**config.mk**
```make
export PLATFORM = sky130hd
export DESIGN_NAME = pipe_hazard_ctrl
export DESIGN_NICKNAME = d
export VERILOG_FILES = /design/src/rtl/pipe_pkg.sv /design/src/rtl/sat_counter.sv /design/src/rtl/pipe_hazard_ctrl.sv
export SDC_FILE = /design/constraint.sdc
export NUM_CORES = 1
export LEC_CHECK = 0
export ABC_CLOCK_PERIOD_IN_PS = 2100
export BUFFER_PORTS_ARGS = -buffer_cell sky130_fd_sc_hd__buf_2
export CAP_MARGIN = 20
export CORE_ASPECT_RATIO = 0.75
export CORE_MARGIN = 2
export CORE_UTILIZATION = 24
export DETAILED_ROUTE_END_ITERATION = 8
export SETUP_SLACK_MARGIN = 0.4
export SYNTH_ARGS = -nofsm -noshare
export SYNTH_HDL_FRONTEND = slang
export SYNTH_SLANG_ARGS = --single-unit
export TNS_END_PERCENT = 5
```
**constraint.sdc**
```tcl
create_clock -name clk -period 2.1 [get_ports clk]
set_input_delay 0.21 -clock clk [delete_from_list [all_inputs] [get_ports clk]]
set_output_delay 0.21 -clock clk [all_outputs]
set_load 0.05 [all_outputs]
```
**src/rtl/pipe_pkg.sv**
```systemverilog
// Shared types for the pipeline hazard controller:
// FSM states, register-zero constant and the stall/flush bundle.
package pipe_pkg;

  typedef enum logic [1:0] {
    HZ_RUN     = 2'd0,
    HZ_MEMWAIT = 2'd1,
    HZ_FAULT   = 2'd2
  } hz_state_e;

  localparam logic [4:0] REG_ZERO = 5'd0;

  typedef struct packed {
    logic ifid_stall;
    logic ifid_flush;
    logic idex_stall;
    logic idex_flush;
    logic exmem_stall;
    logic exmem_flush;
    logic memwb_stall;
    logic memwb_flush;
  } hz_ctl_t;

  function automatic logic reg_hit(
    input logic       uses,
    input logic [4:0] src,
    input logic [4:0] dst
  );
    return uses & (src == dst);
  endfunction

endpackage

```
**src/rtl/sat_counter.sv**
```systemverilog
// Saturating up-counter; holds at all-ones instead of wrapping.
module sat_counter #(
  parameter int W = 16
) (
  input  logic         clk,
  input  logic         rst,
  input  logic         inc,
  output logic [W-1:0] count
);

  logic [W-1:0] cnt_q, cnt_d;

  always_comb begin
    cnt_d = cnt_q;
    if (inc && (cnt_q != '1)) begin
      cnt_d = cnt_q + 1'b1;
    end
  end

  always_ff @(posedge clk or posedge rst) begin
    if (rst) begin
      cnt_q <= '0;
    end else begin
      cnt_q <= cnt_d;
    end
  end

  assign count = cnt_q;

endmodule

```
**src/rtl/pipe_hazard_ctrl.sv**
```systemverilog
// Central stall/flush controller: load-use, EX redirect and
// multi-cycle data memory with timeout watchdog.
module pipe_hazard_ctrl
  import pipe_pkg::*;
#(
  parameter int MEM_TIMEOUT = 16,
  parameter int CNT_W       = 16
) (
  input  logic             clk,
  input  logic             rst,
  input  logic [4:0]       IDRegRs,
  input  logic [4:0]       IDRegRt,
  input  logic             IDUsesRs,
  input  logic             IDUsesRt,
  input  logic             IDEXMemRead,
  input  logic [4:0]       IDEXRegRd,
  input  logic             EXBranchTaken,
  input  logic             EXMEMMemRead,
  input  logic             EXMEMMemWrite,
  input  logic             MemReady,
  output logic             PCStall,
  output logic             IFIDStall,
  output logic             IFIDFlush,
  output logic             IDEXStall,
  output logic             IDEXFlush,
  output logic             EXMEMStall,
  output logic             EXMEMFlush,
  output logic             MEMWBStall,
  output logic             MEMWBFlush,
  output logic             MemFault,
  output logic [CNT_W-1:0] StallCount,
  output logic [CNT_W-1:0] FlushCount
);

  localparam int WCW = $clog2(MEM_TIMEOUT + 1);

  hz_state_e      state_q, state_d;
  logic [WCW-1:0] wait_cnt_q, wait_cnt_d;

  logic    mem_req;
  logic    mem_wait;
  logic    load_use;
  logic    pc_stall;
  hz_ctl_t ctl;

  assign mem_req = EXMEMMemRead | EXMEMMemWrite;

  assign load_use = IDEXMemRead
                  & (IDEXRegRd != REG_ZERO)
                  & (reg_hit(IDUsesRs, IDRegRs, IDEXRegRd)
                   | reg_hit(IDUsesRt, IDRegRt, IDEXRegRd));

  // A fault freezes the pipe exactly like an endless memory wait.
  assign mem_wait = (state_q == HZ_FAULT)
                  | (mem_req & ~MemReady);

  always_ff @(posedge clk or posedge rst) begin
    if (rst) begin
      state_q    <= HZ_RUN;
      wait_cnt_q <= '0;
    end else begin
      state_q    <= state_d;
      wait_cnt_q <= wait_cnt_d;
    end
  end

  always_comb begin
    state_d    = state_q;
    wait_cnt_d = wait_cnt_q;
    unique case (state_q)
      HZ_RUN: begin
        if (mem_req & ~MemReady) begin
          state_d    = HZ_MEMWAIT;
          wait_cnt_d = WCW'(1);
        end
      end
      HZ_MEMWAIT: begin
        if (MemReady) begin
          state_d    = HZ_RUN;
          wait_cnt_d = '0;
        end else if (wait_cnt_q == WCW'(MEM_TIMEOUT)) begin
          state_d = HZ_FAULT;
        end else begin
          wait_cnt_d = wait_cnt_q + 1'b1;
        end
      end
      HZ_FAULT: ;
      default: begin
        state_d    = HZ_RUN;
        wait_cnt_d = '0;
      end
    endcase
  end

  always_comb begin
    ctl      = '0;
    pc_stall = 1'b0;
    priority case (1'b1)
      rst: ;
      mem_wait: begin
        pc_stall        = 1'b1;
        ctl.ifid_stall  = 1'b1;
        ctl.idex_stall  = 1'b1;
        ctl.exmem_stall = 1'b1;
        ctl.memwb_flush = 1'b1;
      end
      EXBranchTaken: begin
        ctl.ifid_flush = 1'b1;
        ctl.idex_flush = 1'b1;
      end
      load_use: begin
        pc_stall       = 1'b1;
        ctl.ifid_stall = 1'b1;
        ctl.idex_flush = 1'b1;
      end
      default: ;
    endcase
  end

  assign PCStall    = pc_stall;
  assign IFIDStall  = ctl.ifid_stall;
  assign IFIDFlush  = ctl.ifid_flush;
  assign IDEXStall  = ctl.idex_stall;
  assign IDEXFlush  = ctl.idex_flush;
  assign EXMEMStall = ctl.exmem_stall;
  assign EXMEMFlush = ctl.exmem_flush;
  assign MEMWBStall = ctl.memwb_stall;
  assign MEMWBFlush = ctl.memwb_flush;
  assign MemFault   = (state_q == HZ_FAULT);

  sat_counter #(.W(CNT_W)) u_stall_cnt (
    .clk   (clk),
    .rst   (rst),
    .inc   (pc_stall),
    .count (StallCount)
  );

  sat_counter #(.W(CNT_W)) u_flush_cnt (
    .clk   (clk),
    .rst   (rst),
    .inc   (ctl.ifid_flush),
    .count (FlushCount)
  );

endmodule

```
==> run_results.csv <==
group,metric,value,unit
pwr,leakagePower,1.42,nW
synthesis,synth_top_area_cell,"dfrtp_1",
synthesis,synth_top_area_share,45.9,%
route,detail_route.first_pass.iterations,4,
global_routing,overflow,0,
sta,fin_crit_sh,94.4,%
floorplanning,ioPinCount,66,
global_routing,track_usage,10.8,%
cells_and_area,layout.cells.non_filler,408,
synthesis,synth_edf_count,0,
synthesis,syn_area,2120,um^2
floorplanning,num_rows,29,
worst_setup_path,setup.worst_path.class,"flip-flop to flip-flop",
clock_network,cts_sinks,39,
synthesis,synth-seq-area-share,45.9,%
floorplanning,core-area,8530,um^2
cells_and_area,drive_gt1_share,36.0,%
synthesis,synthCells,220,
pwr,p_per_area,957,nW/um^2
cells_and_area,diodes,0,
sta,finalSetupViolCount,0,
floorplanning,die_h,85.5,um
worst_setup_path,reg2reg_depth,6,
clock_network,htreeDepth,2,
worst_setup_path,startpoint_type,"flip-flop",
worst_setup_path,critPathBufInv,0,
sta,min_period,1980,ps
synthesis,synth_cell_type_count,35,
synthesis,synth_warnings,0,
clock_network,clk_pin_slew_worst_paths,60,ps
global_routing,antenna_found_initial,0,
sta,whs,118,ps
placement,dp_hpwl,3750,um
global_routing,grt_pass1_wl,8250,um
worst_setup_path,cp_data_required_time,2270,ps
clock_network,cts_root_buf,"clkbuf_16",
worst_setup_path,cpMaxStageDelayCell,"or4b_4",
worst_setup_path,cpPeakStageDelay,480,ps
sta,finalHoldViolCount,0,
route,wl_per_cell,12.2,um
route,viasPerCell,4.55,
cells_and_area,nets,327,
synthesis,ys_ff_latch,39,
hold_path,hold_class,"primary input to async pin",
clock_network,cts_max_path_buffers,2,
sta,final.setup.tns,0,ps
clock_network,cts_tree,"built",
synthesis,synthTopCellsByCount,"dfrtp_1 (39), nor2_1 (25), xnor2_1 (21), xor2_1 (19), nand2_1 (18)",
cells_and_area,ff_latch_area,986,um^2
sta,rsz0062_at_grt,"true",
route,drt-total-wl,4970,um
sta,slew_headroom,65.6,%
clock_network,numCtsBuffers,5,
synthesis,synthTopCellsByArea,"dfrtp_1 (46%), xnor2_1 (8.7%), xor2_1 (7.8%)",
synthesis,ys.flop_type,"dfrtp_1",
route,vias,1856,
worst_setup_path,cp_top_family,"simple AND/OR/NAND/NOR gates",
run,cap_viol_max_count,0,
route,drc,0,
run_status,status,"finished, final reports clean",
global_routing,grt_max_degree,40,
cells_and_area,area_growth,35.2,%
cells_and_area,fill_cells,855,
synthesis,avgSynthCellArea,9.66,um^2
floorplanning,start_util,24.9,%
cells_and_area,fin_util,33.7,%
floorplanning,die_w,113,um
floorplanning,die_area,9630,um^2
synthesis,async_flop_share,100,%
global_routing,grt_pass1_vias,1699,
synthesis,synth.most_common_cell,"dfrtp_1",
sta,finClkSkew,5.68,ps
sta,worst_pin_slew,516,ps
worst_setup_path,arrival,2160,ps
sta,report.final.slew_viol_count,0,
clock_network,insertion_delay,290,ps
sta,max_freq,0.504,GHz
clock_network,ctsHoldBuffers,0,
placement,gp_congestion,0.776,
pwr,ir_worst_vdd,0.674,mV
cells_and_area,multi_input_area,1110,um^2
route,ant_nets,0,
worst_setup_path,cp.depth,6,
route,drt_iter0_drc,84,
placement,place_inst,396,
worst_setup_path,timing.critical_path.cells,"ha_4 -> and3_1 -> or4b_4 -> o22a_4 -> o21ai_4 -> mux2_4",
worst_setup_path,path_max_fanout,7,
placement,portBuffers,63,
worst_setup_path,critPathCaptureType,"flip-flop",
[registers in the layout, indices dropped and copies added, names as in the netlist]
name	cells
wait_cnt_q	5
u_stall_cnt.count	16
state_q	2
u_flush_cnt.count	16
[path summary, 6_finish.rpt]
kind	startpoint	endpoint	slack, ps
hold reg to reg	u_flush_cnt.count[11]	u_flush_cnt.count[11]	490
setup / recovery	u_stall_cnt.count[1]	u_stall_cnt.count[1]	120
min in group clk	MemReady	state_q[0]	150
max in group asynchronous	rst	u_stall_cnt.count[1]	1590
hold / removal	rst	wait_cnt_q[1]	120
setup reg to reg	u_stall_cnt.count[1]	u_stall_cnt.count[1]	120
[cells in the final DEF (no fill, tap or decap), types with 2 or more instances in the layout]
cell type,synthesis,routed
dfrtp_2,0,8
nand3_1,14,14
a21oi_1,5,4
o22ai_1,3,2
mux2_2,4,4
ha_1,4,3
xnor2_1,21,21
conb_1,1,2
o21a_1,2,2
nand2b_1,3,3
nand4_1,13,13
nor2_1,25,25
and3_1,2,2
nand2_1,18,18
buf_4,5,14
buf_2,0,63
clkbuf_16,0,5
dfrtp_1,39,31
nor3_1,9,9
o21ai_0,4,4
and2_1,2,2
inv_1,12,11
xor2_1,19,19
[final cells by class]
class / count / share of cell area, %
clock inverters: 3 / 1.52
well taps: 108 / 4.70
repair buffers: 77 / 14.6
flip-flops and latches: 39 / 34.3
clock buffers: 5 / 4.36
inverters: 12 / 1.70
multi-input cells: 164 / 38.8
[cells by family after synthesis]
| group | after synthesis | synth area share, % |
|---|---|---|
| flops | 39 | 45.9 |
| xor+xnor | 40 | 16.5 |
| buf+inv | 19 | 4.59 |
| fa+ha+maj | 4 | 2.36 |
| other cells | 1 | 0.177 |
| mux | 5 | 2.83 |
| simple gates | 91 | 21.1 |
| compound gates | 21 | 6.48 |
[report_power, final]
part / switching [mW] / leakage, nW / total, mW / internal [mW]
Combinational: 0.597 / 0.837 / 0.901 / 0.304
Clock: 0.314 / 0.0838 / 0.874 / 0.560
Sequential: 0.113 / 0.496 / 0.974 / 0.861
Total: 1.02 / 1.42 / 2.75 / 1.72
[stage by stage]
step | power, mW | area, um^2 | worst slack (ps)
after floorplan | 1.60 | 2170 | -128
after global placement | 1.85 | 2650 | 23.6
after detailed placement | 1.86 | 2650 | 5.67
after CTS | 2.76 | 2840 | 80.3
after global routing | 2.90 | 2870 | 61.7
final | 2.75 | 2870 | 117
[tightest hold or removal path, delay by kind of cell]
kind	cells	cell delay (ps)
buf+inv	3	640
[what timing repair did]
item / 4_1_cts / 5_1_grt
cloned: 1 / 0
setup buffers: 0 / 3
setup endpoints to repair: 25 / 36
gates resized for setup: 1 / 2
pin swaps: 0 / 1
[routing by layer]
metal,vias to the layer above,GRT usage [%],routed length (um)
met5,-,0,0
met4,0,4.66,99
met3,10,3.57,258
met2,43,15.5,2150
met1,891,14.8,2470
li1,912,-,-
Power figures use the tool's default switching activity.
